<file path="src/rtl/dmem_arbiter.sv">
// dmem_arbiter: shares the single-ported data memory between the core memory
// stage and a debug/loader port.
//
// Ports:
//   clk, rst_n                 clock, asynchronous active-low reset
//   core_*                     core load/store request (byte/half/word), gnt is
//                              combinational, rvalid/rdata/err one cycle later
//   dbg_*                      debug word access; dbg_halt locks the core out,
//                              dbg_halted reports the lock
//   mem_*                      memory array interface (word index, byte
//                              enables, lane-replicated write data)
//
// Arbitration: core has priority, but after MAX_CORE_RUN consecutive core
// grants with debug waiting, debug wins one cycle. While halted only debug is
// served.
module dmem_arbiter #(
    parameter int unsigned ADDR_W       = 10,
    parameter int unsigned MAX_CORE_RUN = 4
) (
    input  logic              clk,
    input  logic              rst_n,
    input  logic              core_req,
    input  logic              core_we,
    input  logic [1:0]        core_size,
    input  logic [ADDR_W-1:0] core_addr,
    input  logic [31:0]       core_wdata,
    output logic              core_gnt,
    output logic              core_rvalid,
    output logic [31:0]       core_rdata,
    output logic              core_err,
    input  logic              dbg_req,
    input  logic              dbg_we,
    input  logic [ADDR_W-1:0] dbg_addr,
    input  logic [31:0]       dbg_wdata,
    input  logic              dbg_halt,
    output logic              dbg_gnt,
    output logic              dbg_rvalid,
    output logic [31:0]       dbg_rdata,
    output logic              dbg_halted,
    output logic              mem_rd_en,
    output logic              mem_wr_en,
    output logic [ADDR_W-3:0] mem_addr,
    output logic [3:0]        mem_be,
    output logic [31:0]       mem_wdata,
    input  logic [31:0]       mem_rdata
);

    typedef enum logic [1:0] {StRun, StHaltPend, StHalted} state_e;

    localparam logic [3:0] MaxRun = 4'(MAX_CORE_RUN);

    state_e      state_q, state_d;
    logic [3:0]  core_run_q, core_run_d;
    logic        core_rvalid_q, core_rvalid_d;
    logic        core_err_q, core_err_d;
    logic [31:0] core_rdata_q, core_rdata_d;
    logic        dbg_rvalid_q, dbg_rvalid_d;
    logic [31:0] dbg_rdata_q, dbg_rdata_d;
    logic        dbg_halted_q, dbg_halted_d;

    logic        core_ok;
    logic [3:0]  core_be;
    logic [31:0] core_wd;

    // Word access from debug: byte lanes are never used.
    logic unused_dbg_lsbs;
    assign unused_dbg_lsbs = ^dbg_addr[1:0];

    // Size/alignment decode of the core request.
    always_comb begin
        core_ok = 1'b0;
        core_be = 4'b0000;
        core_wd = 32'h0;
        case (core_size)
            2'b00: begin
                core_ok = 1'b1;
                core_be = 4'b0001 << core_addr[1:0];
                core_wd = {4{core_wdata[7:0]}};
            end
            2'b01: begin
                core_ok = ~core_addr[0];
                core_be = core_addr[1] ? 4'b1100 : 4'b0011;
                core_wd = {2{core_wdata[15:0]}};
            end
            2'b10: begin
                core_ok = (core_addr[1:0] == 2'b00);
                core_be = 4'b1111;
                core_wd = core_wdata;
            end
            default: begin
                core_ok = 1'b0;
            end
        endcase
    end

    always_comb begin
        state_d       = state_q;
        core_run_d    = core_run_q;
        core_gnt      = 1'b0;
        dbg_gnt       = 1'b0;
        mem_rd_en     = 1'b0;
        mem_wr_en     = 1'b0;
        mem_addr      = '0;
        mem_be        = 4'b0000;
        mem_wdata     = 32'h0;

        unique case (state_q)
            StRun:      if (dbg_halt) state_d = StHaltPend;
            StHaltPend: state_d = dbg_halt ? StHalted : StRun;
            StHalted:   if (!dbg_halt) state_d = StRun;
            default:    state_d = StRun;
        endcase

        // Grants are gated by rst_n so nothing reaches memory while in reset.
        core_gnt = rst_n && core_req && (state_q != StHalted) &&
                   !(dbg_req && (core_run_q == MaxRun));
        dbg_gnt  = rst_n && dbg_req && !core_gnt;

        if (dbg_gnt || !dbg_req) begin
            core_run_d = 4'd0;
        end else if (core_gnt && (core_run_q != MaxRun)) begin
            core_run_d = core_run_q + 4'd1;
        end

        // Illegal core accesses are consumed without touching memory.
        if (core_gnt && core_ok) begin
            mem_rd_en = ~core_we;
            mem_wr_en = core_we;
            mem_addr  = core_addr[ADDR_W-1:2];
            mem_be    = core_we ? core_be : 4'b0000;
            mem_wdata = core_we ? core_wd : 32'h0;
        end else if (dbg_gnt) begin
            mem_rd_en = ~dbg_we;
            mem_wr_en = dbg_we;
            mem_addr  = dbg_addr[ADDR_W-1:2];
            mem_be    = dbg_we ? 4'b1111 : 4'b0000;
            mem_wdata = dbg_we ? dbg_wdata : 32'h0;
        end

        core_rvalid_d = core_gnt;
        core_err_d    = core_gnt && !core_ok;
        core_rdata_d  = (core_gnt && core_ok && !core_we) ? mem_rdata : 32'h0;
        dbg_rvalid_d  = dbg_gnt;
        dbg_rdata_d   = (dbg_gnt && !dbg_we) ? mem_rdata : 32'h0;
        dbg_halted_d  = (state_d == StHalted);
    end

    always_ff @(posedge clk or negedge rst_n) begin
        if (!rst_n) begin
            state_q       <= StRun;
            core_run_q    <= 4'd0;
            core_rvalid_q <= 1'b0;
            core_err_q    <= 1'b0;
            core_rdata_q  <= 32'h0;
            dbg_rvalid_q  <= 1'b0;
            dbg_rdata_q   <= 32'h0;
            dbg_halted_q  <= 1'b0;
        end else begin
            state_q       <= state_d;
            core_run_q    <= core_run_d;
            core_rvalid_q <= core_rvalid_d;
            core_err_q    <= core_err_d;
            core_rdata_q  <= core_rdata_d;
            dbg_rvalid_q  <= dbg_rvalid_d;
            dbg_rdata_q   <= dbg_rdata_d;
            dbg_halted_q  <= dbg_halted_d;
        end
    end

    assign core_rvalid = core_rvalid_q;
    assign core_err    = core_err_q;
    assign core_rdata  = core_rdata_q;
    assign dbg_rvalid  = dbg_rvalid_q;
    assign dbg_rdata   = dbg_rdata_q;
    assign dbg_halted  = dbg_halted_q;

endmodule

</file>
<file path="config.mk">
export PLATFORM = sky130hd
export DESIGN_NAME = dmem_arbiter
export DESIGN_NICKNAME = d
export VERILOG_FILES = /design/src/rtl/dmem_arbiter.sv
export SDC_FILE = /design/constraint.sdc
export NUM_CORES = 1
export LEC_CHECK = 0
export ABC_AREA = 1
export BUFFER_PORTS_ARGS = -buffer_cell sky130_fd_sc_hd__buf_4
export CORE_ASPECT_RATIO = 0.6
export CORE_UTILIZATION = 39
export DETAILED_ROUTE_END_ITERATION = 16
export PLACE_DENSITY_LB_ADDON = 0.08
export SKIP_LAST_GASP = 1
export SYNTH_ARGS = -nofsm -noshare
export SYNTH_HDL_FRONTEND = slang
export SYNTH_SLANG_ARGS = --single-unit
</file>
<file path="constraint.sdc">
create_clock -name clk -period 1.5 [get_ports clk]
set_clock_uncertainty 0.2 [all_clocks]
set_input_delay 0.075 -clock clk [delete_from_list [all_inputs] [get_ports clk]]
set_output_delay 0.075 -clock clk [all_outputs]
set_load 0.05 [all_outputs]
</file>
==> flow_summary.yaml, run 1 <==
synthesis:
  synth.cell_area_um2: 3780
  synthAdderAreaFrac_pct: 0.661
  synth_top_family_by_area: "simple AND/OR/NAND/NOR gates"
  ys_types: 21
  synth_edf_count: 0
  synthTopCellsByArea: "dfrtp_1 49%, nand2_1 16%, nor2_1 7.0%"
  synth_top_area_cell: "dfrtp_1"
  synth_nets: 637
  synth_top_area_share_pct: 48.9
  syn_area_per_cell_um2: 7.42
  ys_async_sr_fraction_pct: 100
  ys_warn_count: 0
  postSynthCellCount: 510
  ys_seq_area_share_pct: 48.9
  ys_seq_elements: 74
  synthMuxAreaShare_pct: 0
  synth_ff_type: "dfrtp_1"
  synth_compound_area_share_pct: 3.83
  yosys.area_share.simple_pct: 36.8
  yosys.area_share.xor_xnor_pct: 0.231
detailed_routing:
  wl_um: 21500
  via_per_inst: 5.64
  route.detailed.drc: 0
  via_count: 5413
  drt_iter0_markers: 632
  wire_per_inst_um: 22.4
  drt.antenna.violating_nets: 0
  drt-pass1-iter-count: 6
grt:
  use_met1_pct: 40.1
  grt_use_met2_pct: 58.2
  grt-ovfl-total: 0
  antenna_found_initial: 0
  grt_use_met3_pct: 7.57
  grt_pass1_vias: 4911
  grt_pass1_wl_um: 25300
  grt_max_degree: 68
  top_usage_layer: "met2"
  track_usage_pct: 32.9
cells_and_area:
  nNetsFinal: 952
  stdcell_count: 960
  antennaDiodeCount: 0
  area_growth_pct: 123
  seqCellArea_um2: 1850
  fill_cells: 373
  multiInputGateArea_um2: 2690
  fin_util_pct: 91.0
  drive_gt1_share_pct: 57.2
power_and_ir_drop:
  swShare_pct: 32.6
  p_leak_nw: 4.52
  p_int_mw: 4.37
  vdd_ir_drop_max_uv: 756
  power_frac_seq_pct: 32.3
  clockPowerShare_pct: 34.3
  powerDensity_nw_per_um2: 767
  netSwitchingPower_mw: 2.12
  p_comb_share_pct: 33.4
placement:
  dp_hpwl_um: 10200
  gp_congestion: 0.947
  place.port_buffers: 238
  dp.cells: 880
clock_tree:
  root_buffer: "clkbuf_16"
  clk_latency_ps: 330
  clock_path_buffers: 2
  cts_buffers: 9
  cts.sinks: 74
  cts-htree-levels: 3
  clk_pin_slew_ps: 50
  cts_tree: "yes"
job:
  drv_cap: 0
floorplanning:
  die_y_um: 78.3
  ios: 241
  num_rows: 27
  die_x_um: 129
  dieArea_um2: 10100
  initial_core_util_pct: 40.7
  fp.coreArea_um2: 9290
critical_path:
  path_class: "reg -> out"
  worstPathArrival_ps: 2010
  crit_required_ps: 1220
  critPathCaptureType: "primary output"
  crit_fanout: 7
  start_kind: "flop"
timing:
  period_share_pct: 153
  fin_ws_ps: -788
  slew_headroom_pct: 68.6
  finalWorstPathRequiredPeriod_ps: 2290
  finalHoldViolations: 0
  finalSetupViolCount: 119
  rsz0062_at_grt: "true"
  worst_slew_pin_slew_ps: 469
  fmax_ghz: 0.437
  slew_viol_final: 0
worst_hold_path:
  hold_class: "in -> reg"
run_status:
  run_status: "finished with violations"
  violations: "negative setup slack"
==> kinds of logic after synthesis <==
kind of cell    Yosys count
buf+inv                  86
xor+xnor                  1
fa+ha+maj                 2
compound gates           29
flops                    74
simple gates            318
==> what timing repair did <==
action	CTS	global route
hold buffers	37	0
gates cloned	6	3
resized for setup	111	132
buffers inserted	9	9
endpoints found under the hold margin	124	0
pin swaps	1	7
setup endpoints to repair	115	185
==> worst paths after layout <==
kind | startpoint | end | slack (ps) | cells past startpoint
min | rst_n | core_run_q[1]$_DFFE_PN0P_ | 10 | 5
max | core_run_q[1]$_DFFE_PN0P_ | mem_addr[4] | -790 | 10
max reg2reg | core_run_q[1]$_DFFE_PN0P_ | core_rdata[27]$_DFF_PN0_ | -600 | 11
min in group asynchronous | rst_n | core_run_q[2]$_DFFE_PN0P_ | 160 | 3
max in group asynchronous | rst_n | core_rdata[1]$_DFF_PN0_ | 210 | 4
min reg2reg | state_q[0]$_DFF_PN0_ | state_q[0]$_DFF_PN0_ | 400 | 2
==> through the flow <==
step | hold WS (ps) | power, mW | TNS (ps) | setup WS (ps) | cell area, µm²
finish | 14.1 | 6.48 | -71970 | -788 | 8460
global placement | -202 | 3.64 | -25540 | -289 | 6500
CTS | 4.70 | 6.07 | -65610 | -651 | 7800
global route | 28.9 | 6.66 | -77510 | -888 | 8460
floorplan | -421 | 3.01 | -18510 | -286 | 4440
detailed placement | -199 | 3.67 | -30440 | -344 | 6500
==> Yosys cell counts, types with 2 or more instances <==
master    number
a21oi_1       26
buf_2         17
buf_4          5
clkbuf_1       9
dfrtp_1       74
ha_1           2
inv_1         50
inv_2          3
nand2_1      157
nand2_2        2
nand2_4        2
nand3_1       42
nand4_1       33
nor2_1        71
nor2_2         9
o21ai_0        3
==> cell type report <==
type | count | area share, %
Sequential cell | 74 | 21.9
Inverter | 54 | 2.40
Timing Repair Buffer | 336 | 38.4
Clock buffer | 14 | 3.12
Multi-Input combinational cell | 350 | 31.8
Clock inverter | 2 | 0.414
Tap cell | 130 | 1.92
==> power by group through the flow <==
stage | logic (mW) | clock network [mW] | registers, mW
6_report | 2.17 | 2.22 | 2.09
5_1_grt | 2.25 | 2.31 | 2.09
4_1_cts | 1.83 | 2.15 | 2.09
3_5_place_dp | 1.55 | 0 | 2.12
3_3_place_gp | 1.52 | 0 | 2.12
2_1_floorplan | 0.734 | 0 | 2.27
==> worst max-delay path: stages, from the launching register on <==
cell and delay [ps]:
dfrtp_1 380, inv_2 70, ha_4 160, nand4_1 140, nand2_4 110, nor2_8 210
buf_6 160, buf_12 130, nand2_2 70, nand2_4 100, buf_8 150
==> registers in the layout, summed over array words and instances (netlist names) <==
signal,count
core_rvalid,1
core_rdata,32
core_err,1
dbg_rdata,32
dbg_rvalid,1
state_q,2
core_run_q,4
dbg_halted,1
==> placed cells by master, fill, tap and decap left out <==
| cell | count |
|---|---|
| clkinv_1 | 1 |
| buf_6 | 6 |
| bufinv_16 | 1 |
| buf_16 | 6 |
| o21ai_0 | 2 |
| nand2_4 | 67 |
| a21oi_1 | 25 |
| o21ai_1 | 1 |
| nor3b_1 | 1 |
| ha_4 | 1 |
| a21oi_2 | 1 |
| nor2_2 | 6 |
| nor2_1 | 14 |
| buf_8 | 35 |
| inv_1 | 48 |
| xor2_1 | 1 |
| nand4_1 | 33 |
| buf_12 | 14 |
| nand2_2 | 13 |
| nor2_8 | 1 |
| clkbuf_1 | 3 |
| nor2_4 | 60 |
| buf_4 | 235 |
| clkbuf_8 | 2 |
| clkinv_2 | 1 |
| nand2_8 | 9 |
| nand2_1 | 72 |
| dfrtp_1 | 74 |
| dlygate4sd3_1 | 37 |
| inv_2 | 5 |
| ha_1 | 1 |
| nand3_1 | 42 |
| clkbuf_16 | 12 |
==> metal layers <==
metal / part of all wire [%] / vias to the layer above
met5: 0 / -
met4: 6.1 / 0
met3: 11 / 144
met2: 49 / 451
met1: 34 / 2586
li1: - / 2232
Power figures use the tool's default switching activity.
==> run 2, diff against run 1 <==
RECOVER_POWER = 50   (was not set)
==> run 2 against run 1 <==
  * The run still ends with negative setup slack left
  * Clock power is essentially flat
  * Worst hold slack better by 70 ps
  * Design area fell by 2.0%
  * Total power is 0.34% lower
  * Register-to-register slack lost 30 ps
  * Sequential power hardly changed
  * Utilization down 1.8 points
  * Maximum frequency shrank 0.95%
  * Die area is the same
  * Cell count did not move
  * Sequential share of layout area increased by 0.44 points
  * Global-route usage unchanged
  * Critical endpoint unchanged
  * Largest cell class unchanged
==> flow_summary.yaml, run 2 (synthesis results as in run 1) <==
run_status:
  run_status: "finished with violations"
  violations: "negative setup slack"
grt:
  track_usage_pct: 32.9
  antenna_found_initial: 0
  grt_pass1_wl_um: 25300
  grt_max_degree: 68
  grt_pass1_vias: 4911
  grt-ovfl-total: 0
floorplanning:
  initial_core_util_pct: 40.7
  die_x_um: 129
  die_y_um: 78.3
  fp.coreArea_um2: 9290
  dieArea_um2: 10100
  num_rows: 27
  ios: 241
worst_hold_path:
  hold_class: "in -> reg"
  holdPathEnd: "core_run_q[0]$_DFFE_PN0P_"
  worstHoldStart: "dbg_req"
  hold_path_depth: 4
clock_tree:
  cts.sinks: 74
  root_buffer: "clkbuf_16"
  clk_pin_slew_ps: 50
  clk_latency_ps: 330
  cts-htree-levels: 3
  clock_path_buffers: 2
  cts_tree: "yes"
  cts_buffers: 9
detailed_routing:
  drt.antenna.violating_nets: 0
  via_count: 5428
  wl_um: 21500
  via_per_inst: 5.65
  route.detailed.drc: 0
  wire_per_inst_um: 22.4
  drt_iter0_markers: 679
  drt-pass1-iter-count: 6
cells_and_area:
  seqCellArea_um2: 1850
  fin_util_pct: 89.2
  antennaDiodeCount: 0
  fill_cells: 432
  finalInstanceArea_um2: 8290
  multiInputGateArea_um2: 2690
  layout_commonest_cell: "buf_4"
  layout_common_cells: "170 x buf_4, 74 x dfrtp_1, 72 x nand2_1"
  area_growth_pct: 119
  drive_gt1_share_pct: 56.9
  nNetsFinal: 952
critical_path:
  critical-path-max-stage-delay_ps: 380
  crit_family: "simple AND/OR/NAND/NOR gates"
  r2r_end: "core_rdata[27]$_DFF_PN0_"
  slowest_stage: "dfrtp_1"
  path_buf_inv: 4
  timing.rr.start: "core_run_q[1]$_DFFE_PN0P_"
  worst_path_most_repeated_cell: "nand2_4"
  path_cells: "inv_2 -> ha_4 -> nand4_1 -> nand2_4 -> nor2_8 -> buf_6 -> buf_12 -> nand2_2 -> nand2_4 -> buf_8"
  worstPathArrival_ps: 2030
  critPathCaptureType: "primary output"
  crit_required_ps: 1220
  rr_worst_depth: 11
  ff2ff_setup_slack_ps: -630
  path_class: "reg -> out"
  start_kind: "flop"
  crit_fanout: 7
power_and_ir_drop:
  p_leak_nw: 4.46
  powerDensity_nw_per_um2: 779
  vdd_ir_drop_max_uv: 790
timing:
  slew_viol_final: 0
  rsz0062_at_grt: "true"
  worst_slew_pin_slew_ps: 482
  fmax_ghz: 0.433
  finalWorstPathRequiredPeriod_ps: 2310
  period_share_pct: 154
  slew_headroom_pct: 67.8
  finalSetupViolCount: 119
  finalHoldViolations: 0
  fin_ws_ps: -810
job:
  drv_cap: 0
placement:
  place.port_buffers: 238
  place_area_um2: 6500
  gp_congestion: 0.947
  dp_hpwl_um: 10200
==> run 2: timing repair <==
| item | 4_1_cts | 5_1_grt |
|---|---|---|
| resized for setup | 111 | 132 |
| setup buffers | 9 | 9 |
| hold endpoints to repair | 124 | 0 |
| pin swaps | 1 | 7 |
| cloned | 6 | 3 |
| hold buffers | 37 | 0 |
| endpoints found under the setup margin | 115 | 185 |
==> run 2: worst max path at each step <==
stage	start	to	cells after the start
6_report	core_run_q[1]$_DFFE_PN0P_	mem_addr[4]	10
5_1_grt	core_run_q[1]$_DFFE_PN0P_	mem_addr[5]	10
4_1_cts	core_run_q[0]$_DFFE_PN0P_	mem_wdata[6]	8
3_5_place_dp	core_run_q[0]$_DFFE_PN0P_	mem_addr[1]	9
3_3_place_gp	core_run_q[0]$_DFFE_PN0P_	mem_addr[3]	9
2_1_floorplan	core_run_q[1]$_DFFE_PN0P_	mem_be[0]	9
==> run 2: area by class of cell <==
cell class	instances	area share, %
Tap cell	130	1.96
Timing Repair Buffer	336	37.2
Inverter	54	2.45
Clock buffer	14	3.18
Clock inverter	2	0.423
Multi-Input combinational cell	350	32.5
Sequential cell	74	22.3
==> run 2: worst register-to-register path: stages (launching register included) <==
cell and delay [ps]:
dfrtp_1 380, inv_2 70, ha_4 160, nand4_1 130, nand2_4 110, nor2_8 220, buf_12 150, buf_8 110
nand2_8 70, buf_12 180, buf_16 160, nor2_4 110
==> run 2: per-stage QoR <==
step                      setup slack (ps)  total power [mW]  instances  setup TNS, ps  hold WS (ps)
after global routing                  -888              6.63        960         -82630          97.2
after global placement                -289              3.64        880         -25540          -202
after CTS                             -651              6.07        948         -65610          4.70
after detailed placement              -344              3.67        880         -30440          -199
final                                 -810              6.46        960         -73530          83.6
after floorplan                       -286              3.01        510         -18510          -421
==> run 2: routing by layer <==
layer / wire, µm / vias to the layer above / part of all wire [%] / track usage (%)
met5: 0 / - / 0 / 0
met4: 1330 / 0 / 6.2 / 9.18
met3: 2490 / 153 / 12 / 7.57
met2: 10500 / 483 / 49 / 58.2
met1: 7200 / 2557 / 33 / 40.1
li1: - / 2235 / - / -
==> run 2: where the power goes <==
part / total [mW] / internal (mW) / switching (mW)
sequential: 2.09 / 2.06 / 0.0343
combinational: 2.14 / 0.899 / 1.24
clock: 2.23 / 1.38 / 0.846
total: 6.46 / 4.34 / 2.12
